===== src/rtl/traffic_pkg.sv =====
// Shared types and constants for the two-way traffic controller.
//   traffic_state_t : controller state, encoding is also the debug phase output
//   DEF_*           : default phase durations in cycles
//   state_dur()     : duration of a state; all-red is longer when a walk is served
package traffic_pkg;

  typedef enum logic [2:0] {
    IDLE   = 3'd0,
    NS_GRN = 3'd1,
    NS_YEL = 3'd2,
    AR1    = 3'd3,
    EW_GRN = 3'd4,
    EW_YEL = 3'd5,
    AR2    = 3'd6,
    FLASH  = 3'd7
  } traffic_state_t;

  localparam int DEF_GRN_T     = 4;
  localparam int DEF_YEL_T     = 1;
  localparam int DEF_RED_CLR_T = 2;
  localparam int DEF_MIN_GRN_T = 2;
  localparam int DEF_PED_T     = 3;
  localparam int DEF_FLASH_T   = 2;

  // IDLE has no timed exit, so it reports 0 (its done flag is never consulted).
  function automatic int state_dur(traffic_state_t st, logic walk,
                                   int grn_t = DEF_GRN_T, int yel_t = DEF_YEL_T,
                                   int red_clr_t = DEF_RED_CLR_T, int ped_t = DEF_PED_T,
                                   int flash_t = DEF_FLASH_T);
    case (st)
      NS_GRN, EW_GRN: return grn_t;
      NS_YEL, EW_YEL: return yel_t;
      AR1, AR2:       return walk ? ped_t : red_clr_t;
      FLASH:          return flash_t;
      default:        return 0;
    endcase
  endfunction

endpackage


===== src/rtl/traffic_ctrl_2way_phase_timer.sv =====
// Shared phase timer: counts cycles since the last clear and flags the final
// cycle of a phase.
//   clk, rst : clock, synchronous active-high reset
//   clr      : restart the count at 0 next cycle
//   limit    : duration of the current phase
//   count    : cycles elapsed in the phase (saturating)
//   done     : count == limit-1, i.e. last cycle of the phase
module phase_timer #(
  parameter int CNT_W = 8
) (
  input  logic             clk,
  input  logic             rst,
  input  logic             clr,
  input  logic [CNT_W-1:0] limit,
  output logic [CNT_W-1:0] count,
  output logic             done
);

  always_ff @(posedge clk) begin
    if (rst)                count <= '0;
    else if (clr)           count <= '0;
    else if (count != '1)   count <= count + CNT_W'(1);
  end

  assign done = (count == limit - CNT_W'(1));

endmodule


===== src/rtl/traffic_ctrl_2way.sv =====
// Two-road intersection controller: NS and EW heads with all-red clearance,
// pedestrian early-green termination with walk phase, and flashing-yellow
// maintenance mode. All outputs are decoded from registered state.
//   clk, rst         : clock, synchronous active-high reset
//   start            : leaves IDLE
//   ped_req          : pedestrian request pulse (latched)
//   flash_mode       : maintenance flashing yellow
//   ns_*/ew_* lamps  : signal heads
//   ped_walk         : walk lamp, on during a served all-red
//   phase            : current state encoding
module traffic_ctrl_2way
  import traffic_pkg::*;
#(
  parameter int CNT_W     = 8,
  parameter int GRN_T     = DEF_GRN_T,
  parameter int YEL_T     = DEF_YEL_T,
  parameter int RED_CLR_T = DEF_RED_CLR_T,
  parameter int MIN_GRN_T = DEF_MIN_GRN_T,
  parameter int PED_T     = DEF_PED_T,
  parameter int FLASH_T   = DEF_FLASH_T
) (
  input  logic       clk,
  input  logic       rst,
  input  logic       start,
  input  logic       ped_req,
  input  logic       flash_mode,
  output logic       ns_red,
  output logic       ns_yel,
  output logic       ns_grn,
  output logic       ew_red,
  output logic       ew_yel,
  output logic       ew_grn,
  output logic       ped_walk,
  output logic [2:0] phase
);

  traffic_state_t   state, nxt;
  logic             ped_pend;  // request waiting for a green to serve it
  logic             serve;     // the green just ended serves a walk
  logic             walk;      // current all-red is a walk phase
  logic             toggle;    // flashing yellow level
  logic [CNT_W-1:0] limit, count;
  logic             done, clr;
  logic             ped_any, is_grn, is_yel, walk_entry;

  assign limit   = CNT_W'(state_dur(state, walk, GRN_T, YEL_T, RED_CLR_T, PED_T, FLASH_T));
  assign ped_any = ped_pend | ped_req;
  assign is_grn  = (state == NS_GRN) || (state == EW_GRN);
  assign is_yel  = (state == NS_YEL) || (state == EW_YEL);
  // Yellow -> all-red after a served green opens the walk phase.
  assign walk_entry = is_yel && serve && (nxt != state);
  // FLASH restarts its timer every half-period to drive the toggle.
  assign clr = (nxt != state) || ((state == FLASH) && done);

  phase_timer #(.CNT_W(CNT_W)) u_timer (
    .clk   (clk),
    .rst   (rst),
    .clr   (clr),
    .limit (limit),
    .count (count),
    .done  (done)
  );

  always_ff @(posedge clk) begin
    if (rst) state <= IDLE;
    else     state <= nxt;
  end

  always_comb begin
    nxt = state;
    if (state == IDLE) begin
      if (start) nxt = NS_GRN;
    end else if (flash_mode) begin
      nxt = FLASH;
    end else begin
      case (state)
        NS_GRN: if (done || (ped_any && count >= CNT_W'(MIN_GRN_T-1))) nxt = NS_YEL;
        NS_YEL: if (done) nxt = AR1;
        AR1:    if (done) nxt = EW_GRN;
        EW_GRN: if (done || (ped_any && count >= CNT_W'(MIN_GRN_T-1))) nxt = EW_YEL;
        EW_YEL: if (done) nxt = AR2;
        AR2:    if (done) nxt = NS_GRN;
        FLASH:  nxt = AR2;
        default: nxt = IDLE;
      endcase
    end
  end

  always_ff @(posedge clk) begin
    if (rst) begin
      ped_pend <= 1'b0;
      serve    <= 1'b0;
      walk     <= 1'b0;
      toggle   <= 1'b0;
    end else begin
      // A new request wins over the walk-entry clear so a request on the
      // last yellow cycle carries into the next green.
      if (nxt == FLASH)        ped_pend <= 1'b0;
      else if (state != FLASH) ped_pend <= (ped_pend & ~walk_entry) | ped_req;

      if (is_grn && nxt != state) serve <= ped_any;
      if (nxt != state)           walk  <= walk_entry;

      if (nxt == FLASH && state != FLASH) toggle <= 1'b1;
      else if (state == FLASH && done)    toggle <= ~toggle;
    end
  end

  always_comb begin
    ns_red   = 1'b0;
    ns_yel   = 1'b0;
    ns_grn   = 1'b0;
    ew_red   = 1'b0;
    ew_yel   = 1'b0;
    ew_grn   = 1'b0;
    ped_walk = 1'b0;
    case (state)
      NS_GRN: begin ns_grn = 1'b1; ew_red = 1'b1; end
      NS_YEL: begin ns_yel = 1'b1; ew_red = 1'b1; end
      EW_GRN: begin ew_grn = 1'b1; ns_red = 1'b1; end
      EW_YEL: begin ew_yel = 1'b1; ns_red = 1'b1; end
      AR1, AR2: begin ns_red = 1'b1; ew_red = 1'b1; ped_walk = walk; end
      FLASH:  begin ns_yel = toggle; ew_yel = toggle; end
      default: begin ns_red = 1'b1; ew_red = 1'b1; end
    endcase
  end

  assign phase = state;

`ifndef SYNTHESIS
  always_ff @(posedge clk) begin
    if (!rst) begin
      if (state != FLASH) assert (!((ns_yel | ns_grn) && (ew_yel | ew_grn)));
      assert ($countones({ns_red, ns_yel, ns_grn}) <= 1);
      assert ($countones({ew_red, ew_yel, ew_grn}) <= 1);
    end
  end
`endif

endmodule

===== config.mk =====
export PLATFORM = sky130hd
export DESIGN_NAME = traffic_ctrl_2way
export DESIGN_NICKNAME = d
export VERILOG_FILES = /design/src/rtl/traffic_pkg.sv /design/src/rtl/traffic_ctrl_2way_phase_timer.sv /design/src/rtl/traffic_ctrl_2way.sv
export SDC_FILE = /design/constraint.sdc
export NUM_CORES = 1
export LEC_CHECK = 0
export BUFFER_PORTS_ARGS = -buffer_cell sky130_fd_sc_hd__buf_2
export CAP_MARGIN = 20
export CORE_MARGIN = 8
export CORE_UTILIZATION = 50
export CTS_BUF_LIST = sky130_fd_sc_hd__clkbuf_16
export DETAILED_ROUTE_END_ITERATION = 16
export GPL_TIMING_DRIVEN = 0
export PLACE_DENSITY = 0.7
export SLEW_MARGIN = 0
export SYNTH_ARGS = -nofsm -noshare
export SYNTH_HDL_FRONTEND = slang
export SYNTH_SLANG_ARGS = --single-unit

===== constraint.sdc =====
create_clock -name clk -period 5.5 [get_ports clk]
set_input_delay 1.65 -clock clk [delete_from_list [all_inputs] [get_ports clk]]
set_output_delay 1.65 -clock clk [all_outputs]
set_load 0.01 [all_outputs]

==> impl_metrics.json <==
{
  "ant_nets": 0,
  "cts-root-buf": "clkbuf_16",
  "cts_max_path_buffers": 2,
  "critPathMaxStageDelay_ns": 0.37,
  "layout.nets": 191,
  "endpoint_kind": "primary output",
  "start_util_pct": 51.2,
  "seq_area_um2": 300,
  "drive_above_1_share_pct": 24.9,
  "clk_latency_ns": 0.25,
  "yosys.area.top_type_share_pct": 21.8,
  "slowest_stage": "clkbuf_1",
  "antenna_cells": 0,
  "postCtsHoldBufs": 0,
  "criticalPathCategory": "reg -> out",
  "status": "finished clean",
  "synth_edf_count": 0,
  "die_y_um": 68.5,
  "antenna_found_initial": 0,
  "drv_cap": 0,
  "dp.cells": 208,
  "num_io_pins": 15,
  "synth_seq_cells": 15,
  "cp_cell_sequence": "buf_6 > buf_4 > clkbuf_1 > and2_1 > a21oi_1 > nor2_1 > buf_2",
  "area_growth_pct": 13.3,
  "syn_nets": 173,
  "numPortBuffers": 13,
  "firstDrtPassIters": 6,
  "final.setup.tns_ns": 0,
  "grt_pass1_vias": 1296,
  "slew_headroom_pct": 61.8,
  "period_share_pct": 63.4,
  "synth_area_um2": 1380,
  "ir_drop_v": 0.000245,
  "path_clk_slew_ns": 0.05,
  "multiInputGateArea_um2": 956,
  "worst_pin_slew_ns": 0.571,
  "grt_first_pass_wirelength_mm": 6.07,
  "setup-violations-final": 0,
  "postCtsSetupBuffers": 0,
  "maxClockFrequency_mhz": 287,
  "remaining_drc_errors": 0,
  "clock_skew_ns": 0.00247,
  "synthFlopType": "dfxtp_1",
  "worstPathArrival_ns": 1.84,
  "num-fill-cells": 249,
  "synthArstFlopShare_pct": 0,
  "yosys_warnings": 0,
  "numCtsBuffers": 3,
  "grt_max_degree": 11,
  "htreeDepth": 1,
  "grt.total_usage_pct": 16.7,
  "via_count": 1359,
  "synth_area_leaders": "dfxtp_1 22%, o21ai_0 6.2%, a21oi_1 4.0%, ha_1 3.6%, nor3_1 3.3%",
  "p_leak_uw": 0.000590,
  "rsz0062_at_grt": "no",
  "post_cts_resize_count": 0,
  "path_delay_family": "buffers and inverters",
  "worstPathRequired_ns": 3.85,
  "routedWlPerCell_um": 17.4,
  "final_util_pct": 58.0,
  "fin_crit_ns": 3.49,
  "place_area_um2": 1480,
  "drt_iter0_markers": 185,
  "cts_tree": "yes",
  "drv_slew": 0,
  "whs_ns": 0.553,
  "die_x_um": 68.5,
  "cp_num_buf_inv": 4,
  "hold_viol_final": 0,
  "drt-total-wl_mm": 3.68,
  "yosys.area.top_type": "dfxtp_1",
  "rows": 19,
  "critPathLaunchType": "register",
  "synth_cell_types": 62,
  "worstPathMaxFanout": 10,
  "cts.sinks": 15,
  "synth_cells": 164,
  "gp_congestion": 0.916,
  "min_path_type": "reg -> reg",
  "final_area_um2": 1560,
  "avgSynthCellArea_um2": 8.39,
  "die-area_um2": 4690,
  "viasPerCell": 6.41,
  "ys_seq_area_share_pct": 21.8,
  "power_density_nw_per_um2": 310,
  "stdcell_count": 212,
  "place_hpwl_mm": 2.73,
  "core_um2": 2690,
  "grt-ovfl-total": 0
}
layout make-up:
class,instances,area share [%]
clock inverters,1,0.241
plain buffers,9,5.54
multi-input cells,131,61.3
repair buffers,13,4.17
well taps,31,2.49
clock buffers,3,4.82
flip-flops and latches,15,19.3
inverters,9,2.17
path summary, 6_finish.rpt:
kind,startpoint,end,slack [ns],depth (start not counted)
setup reg to reg,phase[2]$_SDFF_PP0_,ped_pend$_SDFFE_PP0N_,2.29,12
hold / removal,u_timer.count[4]$_SDFFE_PP0P_,u_timer.count[4]$_SDFFE_PP0P_,0.55,2
hold reg to reg,u_timer.count[4]$_SDFFE_PP0P_,u_timer.count[4]$_SDFFE_PP0P_,0.55,2
setup / recovery,phase[2]$_SDFF_PP0_,ns_yel,2.01,7
worst min-delay path, stage by stage (launching register included):
cell	delay (ns)
dfxtp_1	0.34
inv_1	0.10
a2111oi_2	0.06
cells in the mapped netlist, types with 2 or more instances:
cell and instances:
buf_6 2, a221oi_1 2, a2111oi_2 2, mux2i_1 2, or2_2 3, o21a_1 2
nand3_1 4, nor2b_1 4, clkbuf_8 3, o21ai_0 17, xor2_1 3, nor2_1 12
nor3_2 2, and3b_1 2, a22o_1 2, xnor2_1 2, ha_1 4, dfxtp_1 15
clkbuf_1 2, a31oi_1 2, inv_1 9, buf_4 2, a21oi_1 11, nand2_1 5
nor3_1 9, nand2b_1 3, a311oi_1 2, nand4_1 2
metrics by stage:
step                setup slack [ns]  power (uW)
finish                          2.01         483
global route                    1.87         511
CTS                             2.05         483
detailed placement              2.05         341
global placement                2.05         337
floorplan                       2.37         291
flip-flops by register name, summed over array words and instances, names as in the netlist:
name,flops
u_timer.count,8
toggle,1
walk,1
ped_pend,1
phase,3
serve,1
routing by layer:
layer	share of wire [%]	vias to the layer above	wire length, um	global-route usage (%)
met5	0	-	0	0
met4	2.8	0	104	7.16
met3	6.9	15	253	4.09
met2	51	62	1880	29.0
met1	39	634	1440	18.8
li1	-	648	-	-
placed cells by master, fill, tap and decap left out, types with 2 or more instances in the layout:
cell,count
a2111oi_2,2
a21oi_1,11
a221oi_1,2
a22o_1,2
a311oi_1,2
a31oi_1,2
and3b_1,2
buf_2,13
buf_4,2
buf_6,2
clkbuf_1,2
clkbuf_16,3
clkbuf_8,3
dfxtp_1,15
ha_1,4
inv_1,10
mux2i_1,2
nand2_1,5
nand2b_1,3
nand3_1,4
nand4_1,2
nor2_1,12
nor2b_1,4
nor3_1,9
nor3_2,2
o21a_1,2
o21ai_0,17
or2_2,3
xnor2_1,2
xor2_1,3
power by group:
group	switching, uW	total, uW	internal, uW
clock	44.3	141	96.3
combinational	128	215	86.4
sequential	9.26	128	118
cell families (layout without fill, tap and decap cells):
family	Yosys count	after routing	share of synthesized area, %
mux	3	3	2.27
simple gates	59	59	25.5
compound gates	60	60	34.8
buf+inv	18	35	8.73
fa+ha+maj	4	4	3.64
flops	15	15	21.8
xor+xnor	5	5	3.18
(Power assumes the default switching activity.)
